**src/rtl/threshold_mac_seq.sv**
```systemverilog
// threshold_mac_seq: serial signed multiply-accumulate over N_INPUTS (x, w) beats,
// then a signed compare of the group sum against the threshold captured on beat 1.
// A single registered result (sum, F) is presented on a valid/ready output.
module threshold_mac_seq #(
  parameter int DATA_W   = 16,
  parameter int N_INPUTS = 4,
  parameter int CNT_W    = $clog2(N_INPUTS + 1),
  parameter int ACC_W    = 2 * DATA_W + CNT_W
) (
  input  logic              clk,
  input  logic              rst_n,
  input  logic              clr,
  input  logic              in_valid,
  output logic              in_ready,
  input  logic [DATA_W-1:0] x,
  input  logic [DATA_W-1:0] w,
  input  logic [ACC_W-1:0]  th,
  output logic              out_valid,
  input  logic              out_ready,
  output logic              F,
  output logic [ACC_W-1:0]  sum,
  output logic [CNT_W-1:0]  beat_cnt
);

  typedef enum logic [1:0] {IDLE, ACCUM, DONE} state_t;

  state_t                  state, state_nxt;
  logic [ACC_W-1:0]        acc, th_q;
  logic signed [2*DATA_W-1:0] prod;
  logic [ACC_W-1:0]        prod_ext, acc_base, acc_sum, th_eff;
  logic                    last_beat, fire, in_xfer, out_xfer;

  // Full-precision product, sign-extended; ACC_W leaves CNT_W guard bits so N beats never wrap.
  assign prod     = $signed(x) * $signed(w);
  assign prod_ext = {{CNT_W{prod[2*DATA_W-1]}}, prod};
  assign acc_base = (state == IDLE) ? '0 : acc;
  assign acc_sum  = acc_base + prod_ext;

  // The first beat compares against the live th port, later beats against the captured copy.
  assign th_eff    = (state == IDLE) ? th : th_q;
  assign fire      = $signed(acc_sum) >= $signed(th_eff);
  assign last_beat = (state == IDLE) ? (N_INPUTS == 1)
                                     : (beat_cnt == CNT_W'(N_INPUTS - 1));

  // Ready drops during reset, while a result is pending, and whenever an abort is requested.
  assign in_ready  = rst_n && (state != DONE) && !clr;
  assign out_valid = (state == DONE);
  assign in_xfer   = in_valid && in_ready;
  assign out_xfer  = out_valid && out_ready;

  // State register.
  always_ff @(posedge clk or negedge rst_n) begin
    if (!rst_n) state <= IDLE;
    else        state <= state_nxt;
  end

  // Next-state: abort wins over everything, otherwise walk IDLE -> ACCUM -> DONE -> IDLE.
  always_comb begin
    state_nxt = state;
    if (clr) begin
      state_nxt = IDLE;
    end else begin
      case (state)
        IDLE, ACCUM: if (in_xfer) state_nxt = last_beat ? DONE : ACCUM;
        DONE:        if (out_ready) state_nxt = IDLE;
        default:     state_nxt = IDLE;
      endcase
    end
  end

  // Datapath: accumulate on input beats, latch result on the last beat, clear on drain/abort.
  always_ff @(posedge clk or negedge rst_n) begin
    if (!rst_n) begin
      acc      <= '0;
      th_q     <= '0;
      beat_cnt <= '0;
      sum      <= '0;
      F        <= 1'b0;
    end else if (clr) begin
      acc      <= '0;
      beat_cnt <= '0;
    end else if (in_xfer) begin
      acc      <= acc_sum;
      beat_cnt <= (state == IDLE) ? CNT_W'(1) : beat_cnt + CNT_W'(1);
      if (state == IDLE) th_q <= th;
      if (last_beat) begin
        sum <= acc_sum;
        F   <= fire;
      end
    end else if (out_xfer) begin
      acc      <= '0;
      beat_cnt <= '0;
    end
  end

endmodule
```
**config.mk**
```make
export PLATFORM = sky130hd
export DESIGN_NAME = threshold_mac_seq
export DESIGN_NICKNAME = d
export VERILOG_FILES = /design/src/rtl/threshold_mac_seq.sv
export SDC_FILE = /design/constraint.sdc
export NUM_CORES = 1
export LEC_CHECK = 0
export ABC_AREA = 0
export CAP_MARGIN = 20
export CELL_PAD_IN_SITES_DETAIL_PLACEMENT = 0
export CELL_PAD_IN_SITES_GLOBAL_PLACEMENT = 1
export CORE_ASPECT_RATIO = 2
export CORE_UTILIZATION = 29
export CTS_BUF_LIST = sky130_fd_sc_hd__clkbuf_4 sky130_fd_sc_hd__clkbuf_8 sky130_fd_sc_hd__clkbuf_16
export DETAILED_ROUTE_END_ITERATION = 7
export PLACE_DENSITY = 0.6
export SETUP_SLACK_MARGIN = 0.15
export SYNTH_ARGS = -nofsm -noshare
export SYNTH_HDL_FRONTEND = slang
export SYNTH_SLANG_ARGS = --single-unit
```
**constraint.sdc**
```tcl
create_clock -name clk -period 9.91 [get_ports clk]
set_input_delay 1.982 -clock clk [delete_from_list [all_inputs] [get_ports clk]]
set_output_delay 1.982 -clock clk [all_outputs]
set_load 0.02 [all_outputs]
```
==> impl_metrics.yaml <==
status:
  outcome: "finished, violations left"
  violations: "setup timing"
placed_design:
  dp_hpwl_mm: 41.4
  place_area_um2: 21500
  gp_congestion: 0.860
  port_buffers: 112
clock_tree:
  clk_latency_ns: 0.38
  cts_num_sinks: 111
  clock_tree.root_cell: "clkbuf_16"
  holdBufCountCts: 0
  clk_pin_slew_ns: 0.07
  cts_max_path_buffers: 2
  cts_tree: "built"
  cts-buffers-inserted: 9
  cts_htree_levels: 3
timing:
  finalMaxSlewViolations: 0
  setup_viol: 1
  skew_ns: 0.0155
  tightest_slew_ns: 0.855
  fin_crit_ns: 10.96
  setup_slack_ns: -1.05
  rsz0062_at_grt: "yes"
  fmax_mhz: 91.3
  finalHoldViolCount: 0
  fin_crit_sh_pct: 111
  slew_headroom_pct: 43.0
yosys:
  ys_seq_area_share_pct: 16.3
  synth-edff-count: 0
  synth_top_area_share_pct: 30.9
  synth_top_cell_by_area: "fa_1"
  async_flop_share_pct: 100
  synth_top_flop_cell: "dfrtp_1"
  yosysWarnings: 0
  synth_nets: 2321
  syn_area_per_cell_um2: 9.30
  yosys-top-cells-area: "fa_1 31%, dfrtp_1 16%, ha_1 11%"
  ys_top_cells_by_count: "343 x inv_1, 263 x fa_1, 200 x nand2_1"
  netlist_area_um2: 17100
  ys_ff_latch: 111
  syn_inst: 1834
  synth.distinct_cells: 66
  yosysMostFrequentCell: "inv_1"
critical_path:
  crit_cells: 40
  crit_path_start_kind: "input port"
  cp_max_fo: 8
  reg2reg_slack_ns: 4.22
  slowest_stage: "fa_2"
  reg2reg_to: "F"
  r2r_start: "state[0]"
  critPathTopFamily: "adder cells"
  critical_path_required_ns: 10.17
  arrival_ns: 11.22
  worst-path-buf-inv: 5
  max_stage_delay_ns: 0.56
  path_class: "in2reg"
  startpoint: "w[6]"
  crit_path_end: "F"
  cp-end-kind: "flop"
  cpMostUsedCell: "fa_1"
  worstRegToRegCells: 24
global_routing:
  grt_pass1_vias: 15576
  grt_max_degree: 78
  grt_usage_pct: 17.1
  grt_overflow_total: 0
  antenna_found_initial: 4
  grt_pass1_wl_mm: 80.4
die:
  die_w_um: 174
  die_y_um: 345
  ioPinCount: 113
  initial_core_util_pct: 29.3
  rows: 125
  coreArea_um2: 58200
  die-area_um2: 59900
job:
  cap_violations: 0
finish:
  final_area_um2: 22700
  final-seq-area_um2: 2780
  layout.nets: 2736
  num_antenna_cells: 0
  area_delta_synth_final_pct: 33.0
  multi_input_area_um2: 13400
  fill_cells: 5870
  drive_gt1_share_pct: 24.3
min_path:
  worstHoldPathType: "reg2reg"
detailed_routing:
  ant_nets: 0
  drc_errors: 0
  drtPass1Iterations: 4
  drt_iter0_markers: 309
  vias: 13791
  post_drt_wl_per_cell_um: 16.0
  via_per_inst: 4.57
  wirelength_mm: 48.4
cell type report:
| cell class | instances | share of cell area (%) |
|---|---|---|
| Inverter | 343 | 5.68 |
| Clock buffer | 10 | 1.05 |
| Tap cell | 762 | 4.20 |
| Timing Repair Buffer | 465 | 17.7 |
| Sequential cell | 111 | 12.2 |
| Clock inverter | 6 | 0.237 |
| Multi-Input combinational cell | 1319 | 58.9 |
tightest hold or removal path: stages (launching register included):
cell	delay, ns
dfrtp_1	0.34
nand2_1	0.04
o21ai_0	0.06
cells by family (layout without fill, tap and decap cells):
group,after synthesis,after routing,synth area share (%)
adders and majority gates,415,415,42.0
buffers and inverters,404,824,8.90
DFF,111,111,16.3
AOI/OAI and AO/OA,280,280,11.0
and+or+nand+nor,490,490,14.1
xor gates and xnor gates,68,68,3.58
muxes,66,66,4.11
worst min path at each step:
stage / cells after the start / slack, ns / startpoint / end
CTS: 2 / 0.49 / th_q[6] / th_q[6]
finish: 2 / 0.48 / th_q[24] / th_q[24]
detailed placement: 2 / 0.47 / th_q[6] / th_q[6]
floorplan: 2 / 0.44 / acc[0] / acc[0]
global route: 2 / 0.51 / acc[16] / acc[16]
global placement: 2 / 0.46 / th_q[0] / th_q[0]
per-layer routing:
metal / wire length (um) / vias up / global-route usage, %
met5: 41 / - / 0
met4: 1450 / 6 / 5.77
met3: 1170 / 70 / 1.63
met2: 28300 / 212 / 35.5
met1: 17400 / 6878 / 17.3
li1: - / 6625 / -
through the flow:
step	TNS [ns]	hold slack (ns)	std cells	util, %	worst slack, ns
global placement	-9.54	0.459	2957	36.9	-1.96
floorplan	-0.845	0.442	1834	-	-0.845
CTS	-1.29	0.487	2995	38.2	-1.29
detailed placement	-10.95	0.469	2957	36.9	-2.09
global route	-1.41	0.510	3016	39.0	-1.41
finish	-1.05	0.480	3016	39.0	-1.05
cell usage in the layout, fill, tap and decap left out, types with 8 or more instances in the layout:
master,count
dfrtp_1,111
nand4_1,9
o21bai_1,9
nand2b_1,12
nor2_1,56
ha_1,140
clkbuf_16,10
ha_4,11
a31oi_1,8
fa_2,13
nand2_1,190
buf_4,308
nor2b_1,11
inv_1,330
a21oi_1,51
o21ai_0,61
a22o_1,30
and2_4,18
fa_1,250
mux2i_1,34
inv_2,13
a21o_1,33
mux2_2,32
and2_1,140
nand2_2,8
a21oi_2,8
xor2_1,12
xnor2_1,51
clkbuf_2,12
o21a_1,11
buf_6,35
clkdlybuf4s50_1,80
flip-flops by register name, indices dropped and copies added, names as in the netlist:
register  cells
F             1
acc          35
beat_cnt      3
state         2
sum          35
th_q         35
timing repair:
| item | CTS | global route |
|---|---|---|
| setup buffers | 20 | 20 |
| pin swaps | 53 | 89 |
| cloned | 2 | 1 |
| setup endpoints to repair | 19 | 18 |
| resized for setup | 94 | 133 |
Power is not shown: default switching activity piles up to over one toggle a cycle in this logic, so the estimate is an artifact.
